<file path="src/rtl/mem_arbiter_if.sv">
// Bus bundle for mem_arbiter: instruction port, data port and the shared
// memory bus.
//   slave  : arbiter view (takes requests, drives acks and the memory bus)
//   master : environment view (requesters plus the memory model)
// i_m_* : instruction port (read-only, 16-bit)
// d_m_* : data port (read/write with byte select)
// q_m_* : shared memory bus
interface mem_arbiter_if;
    logic [19:1] i_m_addr;
    logic [15:0] i_m_data_in;
    logic        i_m_access;
    logic        i_m_ack;

    logic [19:1] d_m_addr;
    logic [15:0] d_m_data_in;
    logic [15:0] d_m_data_out;
    logic        d_m_access;
    logic        d_m_ack;
    logic        d_m_wr_en;
    logic [1:0]  d_m_bytesel;

    logic [19:1] q_m_addr;
    logic [15:0] q_m_data_in;
    logic [15:0] q_m_data_out;
    logic        q_m_access;
    logic        q_m_ack;
    logic        q_m_wr_en;
    logic [1:0]  q_m_bytesel;

    modport slave (
        input  i_m_addr, i_m_access,
        output i_m_data_in, i_m_ack,
        input  d_m_addr, d_m_data_out, d_m_access, d_m_wr_en, d_m_bytesel,
        output d_m_data_in, d_m_ack,
        output q_m_addr, q_m_data_out, q_m_access, q_m_wr_en, q_m_bytesel,
        input  q_m_data_in, q_m_ack
    );

    modport master (
        output i_m_addr, i_m_access,
        input  i_m_data_in, i_m_ack,
        output d_m_addr, d_m_data_out, d_m_access, d_m_wr_en, d_m_bytesel,
        input  d_m_data_in, d_m_ack,
        input  q_m_addr, q_m_data_out, q_m_access, q_m_wr_en, q_m_bytesel,
        output q_m_data_in, q_m_ack
    );
endinterface

</file>
<file path="src/rtl/mem_arbiter.sv">
// mem_arbiter: arbitrates an instruction port and a data port onto a single
// memory bus, one transaction outstanding at a time.
// Ports:
//   clk     : rising-edge clock
//   reset_n : asynchronous active-low reset
//   bus     : mem_arbiter_if.slave (i_m_*, d_m_*, q_m_* signal groups)
// Data normally wins, but after STARVE_LIMIT consecutive data grants made
// while the instruction port waits, the instruction port gets one grant.
module mem_arbiter #(
    parameter int unsigned STARVE_LIMIT = 4
) (
    input  logic          clk,
    input  logic          reset_n,
    mem_arbiter_if.slave  bus
);

    localparam logic [1:0] IDLE    = 2'd0;
    localparam logic [1:0] SERVE_I = 2'd1;
    localparam logic [1:0] SERVE_D = 2'd2;

    localparam logic [2:0] LIMIT = 3'(STARVE_LIMIT);

    logic [1:0] state_q, state_d;
    logic [2:0] starve_q, starve_d;
    logic       grant_d, grant_i;

    // Grant decision, only acted upon in IDLE.
    always_comb begin
        grant_d = bus.d_m_access & (~bus.i_m_access | (starve_q < LIMIT));
        grant_i = ~grant_d & bus.i_m_access;
    end

    always_comb begin
        state_d  = state_q;
        starve_d = starve_q;
        case (state_q)
            IDLE: begin
                if (grant_d) begin
                    state_d = SERVE_D;
                    // Only count data grants that actually make the
                    // instruction port wait.
                    if (bus.i_m_access)
                        starve_d = (starve_q >= LIMIT) ? LIMIT : starve_q + 3'd1;
                    else
                        starve_d = 3'd0;
                end else if (grant_i) begin
                    state_d  = SERVE_I;
                    starve_d = 3'd0;
                end
            end
            // Ack ends the transaction; dropping access aborts it.
            SERVE_I: if (!bus.i_m_access || bus.q_m_ack) state_d = IDLE;
            SERVE_D: if (!bus.d_m_access || bus.q_m_ack) state_d = IDLE;
            default: state_d = IDLE;
        endcase
    end

    always_ff @(posedge clk or negedge reset_n) begin
        if (!reset_n) begin
            state_q  <= IDLE;
            starve_q <= 3'd0;
        end else begin
            state_q  <= state_d;
            starve_q <= starve_d;
        end
    end

    // Memory-side mux. Outputs depend only on the registered state and the
    // granted port, so reset clears them without waiting for a clock edge.
    always_comb begin
        bus.q_m_addr     = '0;
        bus.q_m_data_out = '0;
        bus.q_m_access   = 1'b0;
        bus.q_m_wr_en    = 1'b0;
        bus.q_m_bytesel  = 2'b00;
        bus.i_m_ack      = 1'b0;
        bus.d_m_ack      = 1'b0;
        case (state_q)
            SERVE_I: begin
                bus.q_m_addr    = bus.i_m_addr;
                bus.q_m_access  = bus.i_m_access & ~bus.q_m_ack;
                bus.q_m_bytesel = 2'b11;
                bus.i_m_ack     = bus.q_m_ack;
            end
            SERVE_D: begin
                bus.q_m_addr     = bus.d_m_addr;
                bus.q_m_data_out = bus.d_m_data_out;
                bus.q_m_access   = bus.d_m_access & ~bus.q_m_ack;
                bus.q_m_wr_en    = bus.d_m_wr_en;
                bus.q_m_bytesel  = bus.d_m_bytesel;
                bus.d_m_ack      = bus.q_m_ack;
            end
            default: ;
        endcase
    end

    // Read data goes to both ports; only the acked port samples it.
    assign bus.i_m_data_in = bus.q_m_data_in;
    assign bus.d_m_data_in = bus.q_m_data_in;

endmodule

</file>
<file path="src/flat_wrapper.sv">
// flat-port wrapper written by rule: the top's interface ports become plain ports
module mem_arbiter_flat 
#(
    parameter int unsigned STARVE_LIMIT = 4
)
  (clk, reset_n, bus_i_m_addr, bus_i_m_access, bus_i_m_data_in, bus_i_m_ack, bus_d_m_addr, bus_d_m_data_out, bus_d_m_access, bus_d_m_wr_en, bus_d_m_bytesel, bus_d_m_data_in, bus_d_m_ack, bus_q_m_addr, bus_q_m_data_out, bus_q_m_access, bus_q_m_wr_en, bus_q_m_bytesel, bus_q_m_data_in, bus_q_m_ack);
  mem_arbiter_if bus_i ();
  input  logic clk;
  input  logic reset_n;
  input wire logic [$bits(bus_i.i_m_addr)-1:0] bus_i_m_addr;
  input wire logic [$bits(bus_i.i_m_access)-1:0] bus_i_m_access;
  output wire logic [$bits(bus_i.i_m_data_in)-1:0] bus_i_m_data_in;
  output wire logic [$bits(bus_i.i_m_ack)-1:0] bus_i_m_ack;
  input wire logic [$bits(bus_i.d_m_addr)-1:0] bus_d_m_addr;
  input wire logic [$bits(bus_i.d_m_data_out)-1:0] bus_d_m_data_out;
  input wire logic [$bits(bus_i.d_m_access)-1:0] bus_d_m_access;
  input wire logic [$bits(bus_i.d_m_wr_en)-1:0] bus_d_m_wr_en;
  input wire logic [$bits(bus_i.d_m_bytesel)-1:0] bus_d_m_bytesel;
  output wire logic [$bits(bus_i.d_m_data_in)-1:0] bus_d_m_data_in;
  output wire logic [$bits(bus_i.d_m_ack)-1:0] bus_d_m_ack;
  output wire logic [$bits(bus_i.q_m_addr)-1:0] bus_q_m_addr;
  output wire logic [$bits(bus_i.q_m_data_out)-1:0] bus_q_m_data_out;
  output wire logic [$bits(bus_i.q_m_access)-1:0] bus_q_m_access;
  output wire logic [$bits(bus_i.q_m_wr_en)-1:0] bus_q_m_wr_en;
  output wire logic [$bits(bus_i.q_m_bytesel)-1:0] bus_q_m_bytesel;
  input wire logic [$bits(bus_i.q_m_data_in)-1:0] bus_q_m_data_in;
  input wire logic [$bits(bus_i.q_m_ack)-1:0] bus_q_m_ack;
  assign bus_i.i_m_addr = bus_i_m_addr;
  assign bus_i.i_m_access = bus_i_m_access;
  assign bus_i_m_data_in = bus_i.i_m_data_in;
  assign bus_i_m_ack = bus_i.i_m_ack;
  assign bus_i.d_m_addr = bus_d_m_addr;
  assign bus_i.d_m_data_out = bus_d_m_data_out;
  assign bus_i.d_m_access = bus_d_m_access;
  assign bus_i.d_m_wr_en = bus_d_m_wr_en;
  assign bus_i.d_m_bytesel = bus_d_m_bytesel;
  assign bus_d_m_data_in = bus_i.d_m_data_in;
  assign bus_d_m_ack = bus_i.d_m_ack;
  assign bus_q_m_addr = bus_i.q_m_addr;
  assign bus_q_m_data_out = bus_i.q_m_data_out;
  assign bus_q_m_access = bus_i.q_m_access;
  assign bus_q_m_wr_en = bus_i.q_m_wr_en;
  assign bus_q_m_bytesel = bus_i.q_m_bytesel;
  assign bus_i.q_m_data_in = bus_q_m_data_in;
  assign bus_i.q_m_ack = bus_q_m_ack;
  mem_arbiter #(.STARVE_LIMIT(STARVE_LIMIT)) u_core (.clk(clk), .reset_n(reset_n), .bus(bus_i));
endmodule
</file>
<file path="config.mk">
export PLATFORM = sky130hd
export DESIGN_NAME = mem_arbiter_flat
export DESIGN_NICKNAME = d
export VERILOG_FILES = /design/src/rtl/mem_arbiter_if.sv /design/src/rtl/mem_arbiter.sv /design/src/flat_wrapper.sv
export SDC_FILE = /design/constraint.sdc
export NUM_CORES = 1
export LEC_CHECK = 0
export ABC_AREA = 1
export CAP_MARGIN = 30
export CORE_AREA = 2 2 58 60
export DETAILED_ROUTE_END_ITERATION = 12
export DIE_AREA = 0 0 60 62
export DONT_BUFFER_PORTS = 1
export SLEW_MARGIN = 20
export SYNTH_ARGS = -nofsm -noshare
export SYNTH_HDL_FRONTEND = slang
export SYNTH_SLANG_ARGS = --single-unit
</file>
<file path="constraint.sdc">
create_clock -name clk -period 1.15 [get_ports clk]
set_input_delay 0.115 -clock clk [delete_from_list [all_inputs] [get_ports clk]]
set_output_delay 0.115 -clock clk [all_outputs]
set_load 0.05 [all_outputs]
</file>
=== Yosys cells after proc, flatten, opt, wreduce, memory -nomap -nowiden ===
Cells that the tools add are included.

* Add/sub/neg operators: 1
* Magnitude comparators: 2
* Equality and inequality tests: 5
* Mux-type cells: 16
* Bitwise logic cells: 8
* Reduce and logical (&&, ||, !) cells: 8

{| class="wikitable"
|+ Operators by type and width
! kind !! number
|-
| 19-bit one-hot mux with 2 select lines || 1
|-
| 16-bit 2-to-1 mux || 1
|-
| 3-bit 2-to-1 mux || 4
|-
| 2-bit 2-to-1 mux || 4
|-
| 2-bit one-hot mux with 3 select lines || 1
|-
| 1-bit bitwise AND || 4
|-
| 2-bit by 1-bit inequality test with 1-bit output (second input constant) || 2
|-
| 2-bit one-hot mux with 2 select lines || 1
|-
| 3-bit by 1-bit adder with 3-bit output (second input constant) || 1
|-
| 3-bit greater-or-equal comparator (second input constant) || 1
|-
| 3-bit < comparator (second input constant) || 1
|-
| 1-bit 2-to-1 mux || 3
|-
| 3-bit by 1-bit inequality test with 1-bit output (second input constant) || 1
|-
| 1-bit inverter || 3
|-
| 3-bit AND reduction || 1
|-
| 2-bit by 1-bit == test with 1-bit output (second input constant) || 1
|-
| 2-bit == test (second input constant) || 1
|-
| 1-bit zero test || 2
|-
| 2-bit zero test || 1
|-
| 1-bit logical OR || 2
|-
| 1-bit one-hot mux with 2 select lines || 1
|-
| 2-bit AND reduction || 1
|-
| 2-bit nonzero test || 1
|-
| 1-bit bitwise OR || 1
|}

* Register bits: 5
* Input bits: 78
* Word-level logic and storage cells: 42

=== Longest topological paths before layout ===
* Depth after elaboration: 8
* Gate-level depth with buffers: 8

=== Least setup slack after synthesis ===
No wires, ideal clock.

* Path type: reg-to-output
* Start point: register u_core.state_q[0]
* End point: output bus_q_m_bytesel[0]
* Arrival time: 1.658 ns
* Setup slack: -0.623 ns
* Cell stages (with the launch flop): 7
* Buffers on the path: 2
* Cell sequence: dfrtp_1 > inv_1 > ha_1 > buf_6 > buf_4 > nand2_1 > a21oi_1

* Cells in the longest elaborated chain, start to end: 2

{| class="wikitable"
|+ Ends and longest elaborated chain
! item !! line !! source
|-
| start: declaration || mem_arbiter.sv:23 || <nowiki>logic [1:0] state_q, state_d;</nowiki>
|-
| start signal: assignment || mem_arbiter.sv:63 || <nowiki>state_q <= state_d;</nowiki>
|-
| 2-bit == test / 2-bit by 1-bit == test with 1-bit output (equally long branches) || mem_arbiter.sv:78 || <nowiki>case (state_q)</nowiki>
|-
| 2-bit one-hot mux with 2 select lines * || mem_arbiter.sv:78 ||
|-
| end: declaration || flat_wrapper.sv:25 || <nowiki>output wire logic [$bits(bus_i.q_m_bytesel)-1:0] bus_q_m_bytesel;</nowiki>
|}

Mark *: on every way between the ends. The rest lies on a longest branch, timed or not.

=== Worst setup path after layout ===
* Start point: register u_core.state_q[0]
* End point: output bus_q_m_access

* Cells in the longest elaborated chain, start to end: 2

{| class="wikitable"
|+ Ends and longest elaborated chain
! item !! line !! source
|-
| 2-bit == test / 2-bit by 1-bit == test with 1-bit output (equally long branches) || mem_arbiter.sv:78 ||
|-
| 1-bit one-hot mux with 2 select lines * || mem_arbiter.sv:78 ||
|-
| end: declaration || flat_wrapper.sv:23 || <nowiki>output wire logic [$bits(bus_i.q_m_access)-1:0] bus_q_m_access;</nowiki>
|}

Marks and branches as above.

==> summary.txt <==
Detailed routing
  • Vias: 1141
  • Final ANT Viol Nets: 0
  • DRT iter0 DRCs: 28
  • Via-to-Cell Ratio: 4.835
  • Drt drc: 0
  • DR WL/cell: roughly 14 um
  • DRT Pass-1 Iters: 4
  • Final wirelength: 3417 um

Global route
  • First-pass GRT wire length: 4719 um
  • Grt ovf: 0
  • Global Route Usage Sum: 0.1683
  • Initial antenna violation count: 0
  • Largest net degree at the start of global routing: 14
  • Vias in the first global route: 1111

Critical path
  • Worst Path Required: slightly above 1 ns
  • Crit path cell chain: inv_2, ha_4, clkbuf_16, nand3b_4, a21oi_4, buf_12
  • Crit path largest cell delay: 0.37 ns
  • WS Path Type: flip-flop to primary output
  • Critical path capture point type: primary output
  • CP max-delay cell: dfrtp_1
  • Crit path DAT: 1.54 ns
  • CP Max Fanout: 6
  • Worst setup SP type: flip-flop

Synthesis
  • Yosys Warn Count: 0
  • Largest family of logic cells by synthesized area: buffers and inverters
  • Multiplexer area fraction after synthesis: 0
  • Compound-gate portion of the synthesized area: 0.1261
  • Post-Synth Simple-Gate Area: 0.3259
  • Synth Instances: 191
  • Yosys reg bits: 5
  • Mapped Area: 0.001121 sq mm
  • Adder-cell share of the synthesized area: 0.05580
  • Synth Area in XOR/XNOR: 0
  • Mapped Nets: 274
  • Yosys cell types: 19
  • Largest area contributor in the netlist: nand2_1
  • Area contributors post-synth: nand2_1, buf_4, dfrtp_1
  • Yosys top cell area share: 0.2344
  • Sequential cell area fraction in the yosys report: 0.1116
  • Avg Cell Area, Syn: between 5 and 6 sq um

Floorplan
  • Die Ht: 62 um
  • Starting Density: 0.3526
  • Top Ports: between 150 and 200
  • Standard-cell rows: 21
  • Die footprint: about 0.0037 sq mm
  • Die Wd: approximately 60 um
  • CORE AREA: 0.003179 sq mm

Placement
  • PortBufs: 0
  • HPWL Detailed: 2728 um
  • Area after DPL: 0.001755 sq mm
  • Gpl congestion: 0.6369
  • Worst slack, placed: -0.2697 ns

STA
  • Worst slew pin tran: about 0.26 ns
  • Hold Vio Cnt, Final: 0
  • Max frequency: 0.6026 GHz
  • Shortest period the worst path allows: ~1.7 ns
  • Post-Route Skew: 0.003428 ns
  • Max Transition Viols Final: 0
  • Final WS setup: -0.5094 ns
  • RSZ-0062 raised after global routing: yes
  • Max-slew headroom: 0.8270
  • Fin crit share: 1.443
  • # setup viols final: 44

Run status
  • Status: finished with violations
  • Failing checks: setup timing

Finish
  • Ant. Diodes: 0
  • Area growth from synthesis to layout: 84.26%
  • Fraction of layout cells with a size suffix above 1: 0.6632
  • Final net count: ~270
  • Sequential standard cell area: 125.1 sq um
  • Commonest non-fill, non-tap cell in the layout: nand2_1
  • Footprint of the multi-input gates: ~980 sq um
  • Cell area after layout: roughly 0.0021 sq mm
  • Most frequent cells in the layout: nand2_1, buf_12, a21oi_4
  • Fillers: 265

CTS
  • H-tree depth: 1
  • # clock sinks: 5
  • Clk root buf: clkbuf_4
  • Reg clk slew, reported paths: about 0.040 ns
  • Worst-Skew Late Latency: 0.24 ns
  • Clock buffer depth: 2
  • TritonCTS clock tree: yes
  • Cts bufs inserted: 3

Hold path
  • Hold crit path type: input port to flip-flop

Run
  • Max-cap violations: 0

Pwr
  • Maximum vdd drop: 1200 uV
  • Pleak: 0.7292 nW
  • Pwr/cell area: 3061 mW/mm^2
==> area by class of cell <==
cell class / instances / share of cell area
inverter: 30 / 0.09267
clock buffer: 4 / 0.01272
tap: 46 / 0.02786
sequential: 5 / 0.06057
multi-input combinational: 114 / 0.4730
timing repair buffer: 37 / 0.3331
==> state kept, by name, indices dropped and copies added (netlist names) <==
name and count:
u_core.starve_q 3, u_core.state_q 2
==> critical path, delay by kind of cell, from the launching register on <==
kind | cells | cell delay, ns
flops | 1 | 0.37
simple gates | 1 | 0.16
compound gates | 1 | 0.18
fa+ha+maj | 1 | 0.20
buf+inv | 3 | 0.39
==> power breakdown <==
part / switching [mW] / internal [mW]
combinational: 3.38 / 2.44
clock: 0.0721 / 0.131
sequential: 0.0598 / 0.237
total: 3.51 / 2.81
==> cell usage after synthesis <==
master	instances
nand2_1	70
a21oi_1	22
dfrtp_1	5
nor2_2	2
nand3_1	5
nand2_4	1
nand2_2	2
o21ai_1	1
o21ai_2	2
inv_2	2
nand3_2	1
nor2_4	1
ha_1	5
inv_1	28
nand3b_4	1
a21oi_2	1
buf_4	34
buf_2	5
buf_6	3
==> routing by layer <==
| metal | vias up | track usage | wire length, um |
|---|---|---|---|
| met5 | - | 0 | 0 |
| met4 | 0 | 0.06032 | 39 |
| met3 | 10 | 0.03106 | 274 |
| met2 | 56 | 0.3540 | 1996 |
| met1 | 537 | 0.1588 | 1106 |
| li1 | 538 | - | - |
==> cell families (layout without fill, tap and decap cells) <==
group           Yosys count  in the layout
flops                     5              5
buf+inv                  72             71
fa+ha+maj                 5              5
simple gates             83             83
compound gates           26             26
==> metrics by stage <==
stage | setup TNS, ns | util | hold WS [ns] | instances | power [mW]
floorplan | -7.630 | - | -0.1806 | 191 | 4.124
CTS | -19.18 | 0.6328 | 0.03960 | 235 | 6.165
global placement | -7.299 | 0.5521 | -0.1804 | 225 | 5.166
global route | -20.74 | 0.6497 | 0.02591 | 236 | 6.629
finish | -17.98 | 0.6497 | 0.02307 | 236 | 6.324
detailed placement | -8.711 | 0.5521 | -0.1804 | 225 | 5.259
==> final timing paths <==
path / startpoint / endpoint / slack (ns) / cells after the start
setup reg to reg: u_core.state_q[0] / u_core.state_q[1] / -0.11 / 8
max in group asynchronous: reset_n / u_core.starve_q[2] / 0.79 / 1
min in group asynchronous: reset_n / u_core.state_q[1] / 0.16 / 1
hold reg to reg: u_core.starve_q[0] / u_core.starve_q[0] / 0.53 / 2
hold / removal: bus_i_m_access / u_core.starve_q[2] / 0.02 / 2
setup / recovery: u_core.state_q[0] / bus_q_m_access / -0.51 / 6
==> repair_timing <==
action | 4_1_cts | 5_1_grt
cloned | 2 | 2
hold endpoints to repair | 5 | 0
setup buffers | 3 | 0
pin swaps | 2 | 8
hold buffers | 1 | 0
resized for setup | 35 | 10
endpoints found under the setup margin | 46 | 46
Note: power is estimated with default switching activity, not from simulation.
